[config.mk]
export PLATFORM = sky130hd
export DESIGN_NAME = cpu32_trace_buffer
export DESIGN_NICKNAME = d
export VERILOG_FILES = /design/src/rtl/cpu32_trace_buffer.sv
export SDC_FILE = /design/constraint.sdc
export NUM_CORES = 1
export LEC_CHECK = 0
export CAP_MARGIN = 10
export CORE_MARGIN = 3
export CORE_UTILIZATION = 35
export DETAILED_ROUTE_END_ITERATION = 7
export PLACE_DENSITY = 0.54
export SETUP_SLACK_MARGIN = 0.02
export SYNTH_ARGS = -nofsm -noshare
export SYNTH_HDL_FRONTEND = slang
export SYNTH_SLANG_ARGS = --single-unit
[constraint.sdc]
create_clock -name CLK -period 9.5 [get_ports CLK]
set_input_delay 1.9 -clock CLK [delete_from_list [all_inputs] [get_ports CLK]]
set_output_delay 1.9 -clock CLK [all_outputs]
set_load 0.01 [all_outputs]
[src/rtl/cpu32_trace_buffer.sv]
// cpu32_trace_buffer: circular FIFO capturing one CPU32 observation-bus entry per
// traced cycle. Each entry is tagged with a 16-bit sequence number, and entries
// lost to overflow are counted.
// Read port is first-word fall-through with valid/ready.
// Optional build macro CPU32_TRACE_MEMWR_FILTER_EN: store only data-memory writes.
module cpu32_trace_buffer #(
    parameter int unsigned DEPTH  = 16,
    parameter int unsigned ADDR_W = 4
) (
    input  logic              CLK,
    input  logic              Reset,
    input  logic              trace_en,
    input  logic [5:0]        op,
    input  logic [4:0]        rs,
    input  logic [4:0]        rt,
    input  logic [4:0]        rd,
    input  logic [15:0]       immediate,
    input  logic              DataMemRW,
    input  logic [31:0]       result,
    output logic              rd_valid,
    input  logic              rd_ready,
    output logic [69:0]       rd_data,
    output logic [15:0]       rd_seq,
    output logic [ADDR_W:0]   count,
    output logic              full,
    output logic [15:0]       drop_cnt
);

    localparam int unsigned ENTRY_W = 70;
    localparam int unsigned SEQ_W   = 16;
    localparam logic [ADDR_W:0] DEPTH_CNT = (ADDR_W+1)'(DEPTH);

    typedef struct packed {
        logic [5:0]  op;
        logic [4:0]  rs;
        logic [4:0]  rt;
        logic [4:0]  rd;
        logic [15:0] immediate;
        logic        dataMemRw;
        logic [31:0] result;
    } traceEntry_t;

    logic [ENTRY_W-1:0] entryMem [DEPTH];
    logic [SEQ_W-1:0]   seqMem   [DEPTH];

    logic [ADDR_W-1:0]  wrPtr;
    logic [ADDR_W-1:0]  rdPtr;
    logic [SEQ_W-1:0]   seqCnt;

    traceEntry_t wrEntry;
    logic        candidate;
    logic        storeReq;
    logic        push;
    logic        pop;
    logic        drop;

    // Candidate qualification, push/pop/drop decisions and read-port view.
    always_comb begin
        wrEntry   = '0;
        candidate = 1'b0;
        storeReq  = 1'b0;
        push      = 1'b0;
        pop       = 1'b0;
        drop      = 1'b0;
        rd_valid  = 1'b0;
        full      = 1'b0;
        rd_data   = '0;
        rd_seq    = '0;

        wrEntry.op        = op;
        wrEntry.rs        = rs;
        wrEntry.rt        = rt;
        wrEntry.rd        = rd;
        wrEntry.immediate = immediate;
        wrEntry.dataMemRw = DataMemRW;
        wrEntry.result    = result;

        rd_valid  = (count != '0);
        full      = (count == DEPTH_CNT);
        candidate = trace_en && !Reset;
`ifdef CPU32_TRACE_MEMWR_FILTER_EN
        storeReq  = candidate && DataMemRW;
`else
        storeReq  = candidate;
`endif
        // rd_valid is false when empty, so a fresh write is never popped the same cycle.
        pop       = rd_valid && rd_ready && !Reset;
        push      = storeReq && (!full || pop);
        drop      = storeReq && full && !pop;

        if (rd_valid) begin
            rd_data = entryMem[rdPtr];
            rd_seq  = seqMem[rdPtr];
        end
    end

    // Entry storage; deliberately not cleared by reset.
    always_ff @(posedge CLK) begin
        if (push) begin
            entryMem[wrPtr] <= wrEntry;
            seqMem[wrPtr]   <= seqCnt;
        end
    end

    // Pointers, occupancy, sequence and drop counters.
    always_ff @(posedge CLK) begin
        if (Reset) begin
            wrPtr    <= '0;
            rdPtr    <= '0;
            count    <= '0;
            seqCnt   <= '0;
            drop_cnt <= '0;
        end else begin
            if (candidate) begin
                seqCnt <= seqCnt + SEQ_W'(1);
            end
            if (push) begin
                wrPtr <= wrPtr + ADDR_W'(1);
            end
            if (pop) begin
                rdPtr <= rdPtr + ADDR_W'(1);
            end
            if (push && !pop) begin
                count <= count + (ADDR_W+1)'(1);
            end else if (pop && !push) begin
                count <= count - (ADDR_W+1)'(1);
            end
            if (drop && (drop_cnt != 16'hFFFF)) begin
                drop_cnt <= drop_cnt + 16'd1;
            end
        end
    end

endmodule

* After elaboration in Yosys (flattened, before gate mapping)
Memories as Yosys holds them, arrays and structs flattened. A register that Yosys moved wholly into a read port is not among the register bits.
Index checks and enable logic that the tools add are counted.
** Storage, ports and cells
- Input port bits :: 74
- Memories :: 2
- Bits in registers :: 45
- RAM bits :: 1376
- Output and inout bits :: 109
** Memories
- entryMem :: words 16, width 70, read ports 1, clocked after Yosys merged registers in 1, write ports 1, RTL line 43 : logic [ENTRY_W-1:0] entryMem [DEPTH];
- seqMem :: words 16, width 16, read ports 1, clocked after Yosys merged registers in 1, write ports 1, RTL line 44 : logic [SEQ_W-1:0] seqMem [DEPTH];
** Cells by class
- Add/subtract/negate cells :: 6
- Equal/unequal tests :: 2
- Multiplexer cells :: 10
- Reduce and logical (&&, ||, !) cells :: 16
** Operator list (number)
- two-way mux 70 bit :: 1
- adder 16 x 1 -> 16 bit (second input constant) :: 2
- two-way mux 16 bit :: 1
- two-way mux 4 bit :: 4
- inequality test 16 bit (second input constant) :: 1
- two-way mux 5 bit :: 2
- logical AND 1 bit :: 9
- adder 4 x 1 -> 4 bit (second input constant) :: 2
- adder 5 x 1 -> 5 bit (second input constant) :: 1
- equality test 5 bit (second input constant) :: 1
- nonzero test 5 bit :: 1
- subtractor 5 x 1 -> 5 bit (second input constant) :: 1
- zero test 1 bit :: 4
- two-way mux 1 bit :: 2
- nonzero test 2 bit :: 1
- logical OR 1 bit :: 1

* Longest topological paths before layout
Gate-level depths: netlist of run 1.
- Depth after elaboration :: 9
- Mapped depth :: 11
- Gate-level depth less buffers :: 11

* Worst setup path after synthesis of run 1
OpenSTA, ideal clock, no wires.
- Path kind :: in2reg
- Start :: in trace_en
- End :: mem entryMem[7][0], enable pin
- Slack :: 0.215 ns
- Buffers on the path :: 1
- Data arrival time :: 8.650 ns
- Stages on the path :: 5
- Path through :: buf_2 > inv_1 > a311oi_2 > nand2_1 > nor3_1
** On the way
- Cells in the longest elaborated chain, start to end :: 4
** RTL lines
- from (decl) :: RTL line 12 : input logic trace_en,
- logical AND 1 bit :: RTL line 80 : candidate = trace_en && !Reset;
- logical AND 1 bit :: RTL line 88 : push = storeReq && (!full || pop);
- net push :: RTL line 53 : logic push;
- two-way mux 1 bit :: RTL line 99 : if (push) begin
- two-way mux 1 bit (implied by the code) :: RTL line 100 : entryMem[wrPtr] <= wrEntry;
- to (decl) :: RTL line 43
The timed path passes the listed nets, and every way through them passes these cells.

==> flow_summary.toml, run 1 <==
[floorplan]
die_h_um = 402
chipWidth_um = 402
core_area_sq_um = 155000
io_pins = 183
die_area_sq_um = 162000
start_util = 0.354
row_count = 144

[sta]
fin_tns_setup_ps = 0
finalCritPeriodShare = 0.690
drv_slew = 0
finalHoldViolCount = 0
worstMarginPinSlew_ps = 1180
rsz0062_at_grt = "false"
fmax_mhz = 153
worst_slack_ps = 2950
fin_crit_ps = 6550
finalSetupViolCount = 0
slew_headroom = 0.211
fin_worst_skew_ps = 23.6

[route]
avgRoutedWirePerCell_um = 25.5
drt-initial-drc-count = 1953
firstDrtPassIters = 6
drt-total-wl_um = 128000
num_vias = 26100
drt-vias-per-instance = 5.22
ant_nets = 0
drc = 0

[clock_tree]
clk_pin_slew_ps = 60
cts_sinks = 1425
clk_latency_ps = 760
cts.root.buffer_cell = "clkbuf_16"
cts_resized = 0
post_cts_buffers = 0
cts-htree-levels = 4
cts_tree = "done"
cts_inserted_buffers = 152
holdBufCountCts = 0
cts_buffer_depth = 3

[min_path]
min_from = "drop_cnt[11]"
min_path_type = "reg -> reg"

[global_route]
grt_antenna_before_repair = 7
grt_usage = 0.158
grt_max_degree = 151
grt_pass1_vias = 28100
grt_pass1_wl_um = 189000
grt_overflow_total = 0

[setup_path]
path_class = "reg -> out"
slowest_stage = "dfxtp_4"
crit_arrival_ps = 4650
cpMostUsedCell = "nor3_1"
crit_fanout = 128
cp-start-kind = "flip-flop"
end_kind = "primary output"
reg2reg_from = "count[0]"
worstPathCellList = "buf_12 > buf_4 > mux2i_1 > nor3_1 > nor3_1 > o32ai_1 > clkdlybuf4s50_1"
required_ps = 7600
cp_slowest_stage_delay_ps = 850

[yosys]
synth_cell_types = 45
yosysWarnings = 0
syn_inst = 2604
synth_ff_type = "edfxtp_1"
yosysSeqAreaShare = 0.770
synth_area_sq_um = 54900
yosys_register_bits = 1425
synthArstFlopShare = 0
syn_nets = 2690
avgSynthCellArea_sq_um = 21.1
synth_edf_count = 1376

[cells_and_area]
final_common_cell = "edfxtp_1"
nets = 2918
final_cell_mix = "edfxtp_1 (1,376), mux4_2 (284), mux2i_1 (268), clkdlybuf4s50_1 (181), clkbuf_16 (153)"
drive_gt1_frac = 0.187
area_growth_pct = 16.3
fillCellCount = 13500

[place]
io_buffers = 182
place_ws_ps = 3240
dp_hpwl_um = 67200
gp_congestion = 0.735

[status]
status = "finished, final reports clean"

[power_and_ir_drop]
p_per_area_nw_per_um2 = 248
ir_drop_v = 0.000189
power.leakage_nw = 20.2

[flow_run]
max_cap_violations = 0
report_power, final:
group / leakage (nW) / internal, mW / switching (mW) / total, mW
Sequential: 12.9 / 6.96 / 0.0857 / 7.04
Combinational: 5.01 / 1.48 / 1.71 / 3.19
Clock: 2.30 / 3.24 / 2.38 / 5.63
Total: 20.2 / 11.7 / 4.17 / 15.9
sequential cells by signal, indices dropped and copies added, names as in the netlist, named ones only:
signal,cells
count,5
drop_cnt,16
entryMem,1120
rdPtr,4
seqCnt,16
seqMem,256
wrPtr,4
logic make-up after synthesis:
group / share of synthesized area
multiplexers: 0.165
buffers and inverters: 0.0123
AND/OR/NAND/NOR: 0.0216
adder cells (fa/ha/maj): 0.00287
XOR/XNOR: 0.00462
flip-flops: 0.770
AO/OA/AOI/OAI: 0.0233
metrics by stage:
stage | total power [mW] | std cells | hold WS, ps | cell area (sq um) | util
finish | 15.9 | 5000 | 500 | 63900 | 0.412
global route | 16.5 | 4998 | 538 | 63900 | 0.412
CTS | 16.1 | 4998 | 511 | 63900 | 0.412
detailed placement | 10.4 | 4722 | 499 | 59200 | 0.382
global placement | 10.4 | 4722 | 471 | 59200 | 0.382
floorplan | 9.01 | 2604 | 459 | 54900 | -
cell usage after synthesis (6+ instances only):
library cell	instances	area share
edfxtp_1	1376	0.75
mux4_2	284	0.12
mux2i_1	268	0.049
clkbuf_1	75	0.0051
nor3_1	70	0.0064
nor2_1	68	0.0046
o211ai_1	60	0.0082
o22ai_1	56	0.0064
buf_2	53	0.0048
dfxtp_1	49	0.018
nand2_1	47	0.0032
o32ai_1	30	0.0048
buf_1	19	0.0013
xnor2_1	15	0.0024
inv_1	14	0.00096
xor2_1	14	0.0022
a21oi_1	12	0.0011
ha_1	11	0.0025
nand3_1	10	0.00091
o21ai_0	10	0.00091
or3_1	10	0.0011
and2_1	8	0.00091
nand4_1	6	0.00068
worst paths after layout:
| kind | end | slack (ps) | depth (start not counted) |
|---|---|---|---|
| min | drop_cnt[11] | 500 | 1 |
| min reg2reg | drop_cnt[11] | 500 | 1 |
| max | rd_data[37] | 2950 | 7 |
| max reg2reg | entryMem[10][45] | 5520 | 5 |
worst max-delay path, delay by kind of cell, from the launching register on:
family	cells	cell delay [ps]
compound gates	1	430
buf+inv	3	1830
flops	1	850
mux	1	180
simple gates	2	270
routing by layer:
layer,vias to the layer above,GRT usage,wire length (um)
met5,-,0,13
met2,685,0.267,64100
met4,2,0.0495,3330
li1,11300,-,-
met1,13900,0.208,54100
met3,180,0.0290,6220
final cells by class:
| type | instances | area (sq um) | share of cell area |
|---|---|---|---|
| flip-flops and latches | 1425 | 42300 | 0.662 |
| multi-input cells | 1017 | 12000 | 0.188 |
| clock buffers | 204 | 4040 | 0.0632 |
| well taps | 2044 | 2560 | 0.0400 |
| repair buffers | 221 | 2200 | 0.0344 |
| clock inverters | 72 | 684 | 0.0107 |
| inverters | 15 | 66.3 | 0.00104 |
| diodes | 2 | 5.00 | 0.0000783 |
Power figures use the tool's default switching activity.
==> inputs of run 2 (changes only) <==
==> constraint.sdc (replaced) <==
create_clock -name CLK -period 5.9 [get_ports CLK]
set_input_delay 1.18 -clock CLK [delete_from_list [all_inputs] [get_ports CLK]]
set_output_delay 1.18 -clock CLK [all_outputs]
set_load 0.01 [all_outputs]
==> run 2 against run 1 <==
  * Clock power rose by 63%
  * Register-to-register slack worse by 2800 ps
  * Power increased by 62%
  * Combinational power rose by 63%
  * Setup slack worse by 2200 ps
  * Die area is the same
  * Flip-flop and latch count unchanged
  * Wire length rose by 2.8%
  * Via count up 1.5%
  * First-iteration DRC count increased by 10%
  * Critical path depth shrank 1
  * Largest power group unchanged
==> flow_summary.toml, run 2 (same netlist as run 1, synthesis figures left out) <==
[flow_run]
max_cap_violations = 0

[power_and_ir_drop]
p_per_area_nw_per_um2 = 397
ir_drop_v = 0.000291
netSwitchingPower_mw = 6.77
switching_share = 0.264
power.leakage_nw = 20.6
combPwrFrac = 0.203
seq_power_share = 0.441
p_int_mw = 18.9
p_clk_frac = 0.356

[sta]
fin_tns_setup_ps = 0
slew_headroom = 0.290
drv_slew = 0
rsz0062_at_grt = "false"
fmax_mhz = 193
fin_worst_skew_ps = 38.4
finalHoldViolCount = 0
worst_slack_ps = 724
finalSetupViolCount = 0
finalCritPeriodShare = 0.877
worstMarginPinSlew_ps = 1070
fin_crit_ps = 5180

[cells_and_area]
largest_reg_flops = 1120
drive_gt1_frac = 0.201
regMostFlops = "entryMem"
ff_latch_area_sq_um = 42300
post-route-util = 0.417
final_common_cell = "edfxtp_1"
final_cell_mix = "edfxtp_1 (1,376), mux4_2 (284), mux2i_1 (268), clkdlybuf4s50_1 (181), clkbuf_16 (156)"
area_growth_pct = 17.7
fillCellCount = 13400
multi_input_area_sq_um = 12100
nets = 2957
instances_no_fill = 5037
reg_top3 = "entryMem (1120), seqMem (256)"

[floorplan]
row_count = 144
chipWidth_um = 402
die_h_um = 402
core_area_sq_um = 155000
start_util = 0.354
die_area_sq_um = 162000
io_pins = 183

[route]
firstDrtPassIters = 7
ant_nets = 0
drt-total-wl_um = 131000
num_vias = 26500
drc = 0
avgRoutedWirePerCell_um = 26.1
drt-initial-drc-count = 2157
drt-vias-per-instance = 5.26

[setup_path]
path_class = "reg -> out"
reg2reg_from = "count[0]"
end_kind = "primary output"
crit_fanout = 37
crit_arrival_ps = 4000
required_ps = 4720
cp-start-kind = "flip-flop"

[global_route]
grt_max_degree = 105
grt_pass1_vias = 28300
grt_antenna_before_repair = 4
grt_pass1_wl_um = 194000
grt_overflow_total = 0
grt_usage = 0.162

[min_path]
min_from = "drop_cnt[11]"
min_path_type = "reg -> reg"

[clock_tree]
clk_latency_ps = 780
clk_pin_slew_ps = 60
cts_inserted_buffers = 153
post_cts_buffers = 0
cts_buffer_depth = 3
cts_tree = "done"
holdBufCountCts = 0
cts_sinks = 1425
cts-htree-levels = 4
cts.root.buffer_cell = "clkbuf_16"
cts_resized = 0

[place]
gp_congestion = 0.723
dp_hpwl_um = 71500
dp.cells = 4760
place_ws_ps = 1350
io_buffers = 182

[status]
status = "finished, final reports clean"
## run 2: cell count changes in the layout (fill, tap and decap cells not counted), sizes merged
| cell | delta |
|---|---|
| buf | +38 |
| clkbuf | -18 |
| clkinv | +18 |
| clkinvlp | +3 |
| inv | -4 |
## run 2: cell type report
| type | count | share of cell area |
|---|---|---|
| timing repair buffer | 259 | 0.0440 |
| sequential | 1425 | 0.654 |
| multi-input combinational | 1017 | 0.187 |
| tap | 2044 | 0.0396 |
| antenna | 2 | 0.0000774 |
| inverter | 15 | 0.00103 |
| clock buffer | 186 | 0.0621 |
| clock inverter | 89 | 0.0122 |
## run 2: worst max-delay path, stage by stage (launching register included)
cell	delay, ps
dfxtp_4	590
buf_4	660
mux2i_1	210
nor3_1	180
nor3_1	70
o32ai_1	810
clkdlybuf4s50_1	690
## run 2: path summary, 6_finish.rpt
kind / end / slack [ps] / depth (start not counted)
max: rd_data[1] / 720 / 6
min: drop_cnt[11] / 500 / 1
min reg2reg: drop_cnt[11] / 500 / 1
max reg2reg: count[4] / 2680 / 11
## run 2: layer usage
layer,part of all wire,GRT usage,vias up
li1,-,-,11400
met2,0.51,0.276,689
met4,0.017,0.0367,4
met1,0.43,0.217,14200
met3,0.046,0.0294,178
met5,0.00016,0,-
## run 2: stage by stage
step	hold WS, ps	power (mW)	cell area (sq um)
after floorplan	459	14.5	55000
after global placement	473	16.8	59800
after detailed placement	479	16.9	59800
after CTS	491	26.1	64600
after global routing	515	26.7	64700
final	504	25.7	64700
## run 2: power by group through the flow
| stage | clock, mW | combinational [mW] | sequential (mW) |
|---|---|---|---|
| 2_1_floorplan | 0 | 3.03 | 11.5 |
| 3_3_place_gp | 0 | 5.33 | 11.5 |
| 3_5_place_dp | 0 | 5.35 | 11.5 |
| 4_1_cts | 9.39 | 5.38 | 11.3 |
| 5_1_grt | 9.81 | 5.60 | 11.3 |
| 6_report | 9.15 | 5.20 | 11.3 |
==> inputs of run 3 (changes only) <==
--- a/config.mk
+++ b/config.mk
@@ -6,7 +6,6 @@
 export NUM_CORES = 1
 export LEC_CHECK = 0
 export CAP_MARGIN = 10
-export CORE_MARGIN = 3
 export CORE_UTILIZATION = 35
 export DETAILED_ROUTE_END_ITERATION = 7
 export PLACE_DENSITY = 0.54
==> run 3 against run 2 <==
  * The flow now finishes with violations (DRC)
  * Critical endpoint is now rd_data[0]
  * Via count is 0.35% lower
  * Setup slack worse by 180 ps
  * Highest routed layer unchanged
  * Combinational power about the same
==> flow_summary.toml, run 3 (same netlist as run 1, synthesis figures left out) <==
[status]
status = "finished, violations left"
violations = "DRC"

[setup_path]
r2r-end = "count[4]"
slowest_stage = "nand2_4"
cp_num_buf_inv = 2
cp-start-kind = "flip-flop"
crit_arrival_ps = 4180
path_class = "reg -> out"
worstPathCellList = "nor4_4 > nand2b_1 > nand2_4 > buf_4 > o22ai_1 > clkdlybuf4s50_1"
rr_worst_depth = 11
cp_slowest_stage_delay_ps = 800
rrSetupSlack_ps = 2620
end_kind = "primary output"
cp.depth = 6
reg2reg_from = "count[0]"
crit_fanout = 49
required_ps = 4720
critPathTopFamily = "simple AND/OR/NAND/NOR gates"

[sta]
drv_slew = 0
fin_crit_ps = 5360
fmax_mhz = 187
fin_worst_skew_ps = 42.4
finalCritPeriodShare = 0.908
hold_ws_ps = 503
finalHoldViolCount = 0
finalSetupViolCount = 0
rsz0062_at_grt = "false"
slew_headroom = 0.316
worstMarginPinSlew_ps = 1030

[cells_and_area]
multi_input_area_sq_um = 12100
ff_latch_area_sq_um = 42300
area_growth_pct = 17.6
largest_reg_flops = 1120
final_common_cell = "edfxtp_1"
final_cell_mix = "edfxtp_1 (1,376), mux4_2 (284), mux2i_1 (268), clkdlybuf4s50_1 (181), clkbuf_16 (152)"
drive_gt1_frac = 0.199
fin_area_sq_um = 64600
fillCellCount = 13600
regMostFlops = "entryMem"
reg_top3 = "entryMem (1120), seqMem (256)"
nets = 2958
diodes = 0

[floorplan]
die_h_um = 398
io_pins = 183
chipWidth_um = 398
die_area_sq_um = 159000
start_util = 0.352
row_count = 145
core_area_sq_um = 156000

[route]
ant_nets = 0
drt-vias-per-instance = 5.22
firstDrtPassIters = 7
num_vias = 26400
avgRoutedWirePerCell_um = 25.5
drt-total-wl_um = 129000
drc = 2
drt-initial-drc-count = 2079

[global_route]
grt_pass1_vias = 28100
grt_pass1_wl_um = 190000
grt_usage = 0.164
grt_max_degree = 134
grt_overflow_total = 0
grt_antenna_before_repair = 6

[clock_tree]
cts_inserted_buffers = 152
cts-htree-levels = 4
post_cts_buffers = 0
cts_sinks = 1425
cts_resized = 0
clk_pin_slew_ps = 70
cts_tree = "done"
cts_buffer_depth = 3
clk_latency_ps = 800
cts.root.buffer_cell = "clkbuf_16"
holdBufCountCts = 0

[min_path]
worstHoldPathCells = 1
min_to = "drop_cnt[11]"
min_from = "drop_cnt[11]"
min_path_type = "reg -> reg"

[place]
dp_hpwl_um = 71200
placed_cell_area_sq_um = 59800
io_buffers = 182
gp_congestion = 0.743

[power_and_ir_drop]
power.leakage_nw = 20.5
ir_drop_v = 0.000277
p_per_area_nw_per_um2 = 398

[flow_run]
max_cap_violations = 0
[run 3: cell count changes in the layout (fill, tap and decap cells not counted), sizes merged, moves of 2 or more]
cell | previous run | this run
clkinv | 70 | 64
clkbuf | 186 | 197
inv | 22 | 20
diode | 2 | 0
buf | 78 | 80
clkinvlp | 3 | 1
[run 3: how the worst max path moves through the flow]
stage | start | endpoint | slack [ps]
after floorplan | trace_en | entryMem[10][0] | -360
after global placement | count[0] | rd_data[0] | 1410
after detailed placement | count[0] | rd_data[0] | 1330
after CTS | count[0] | rd_data[0] | 490
after global routing | count[0] | rd_data[0] | 370
final | count[0] | rd_data[0] | 540
[run 3: power by group]
part / total [mW] / switching (mW) / internal (mW)
sequential: 11.3 / 0.117 / 11.2
clock: 9.18 / 4.00 / 5.18
combinational: 5.18 / 2.73 / 2.45
[run 3: worst reg2reg max path, cell delays in order (launching register included)]
cell,delay (ps)
dfxtp_1,390
nor4_4,470
nand2b_1,290
nand3b_1,290
ha_1,240
inv_1,120
fa_1,420
a21o_1,190
a21oi_1,190
xnor2_1,100
or3_1,330
a21oi_1,170
[run 3: stage by stage]
step | util | worst slack [ps] | setup TNS (ps) | cells | total power [mW]
2_1_floorplan | - | -358 | -152750 | 2604 | 14.5
3_5_place_dp | 0.383 | 1330 | 0 | 4776 | 16.8
5_1_grt | 0.414 | 366 | 0 | 5051 | 26.7
4_1_cts | 0.414 | 486 | 0 | 5051 | 26.1
6_report | 0.414 | 544 | 0 | 5051 | 25.7
3_3_place_gp | 0.383 | 1410 | 0 | 4776 | 16.8
[run 3: area by class of cell]
class	instances	area share
inverter	15	0.00103
tap	2058	0.0399
sequential	1425	0.655
timing repair buffer	261	0.0427
multi-input combinational	1017	0.187
clock buffer	197	0.0616
clock inverter	78	0.0131
[run 3: routing by layer]
metal,GRT usage,up-vias,wire length (um)
li1,-,11400,-
met1,0.214,14100,54300
met2,0.278,686,65400
met3,0.0274,188,6180
met4,0.0525,8,3090
met5,0,-,51
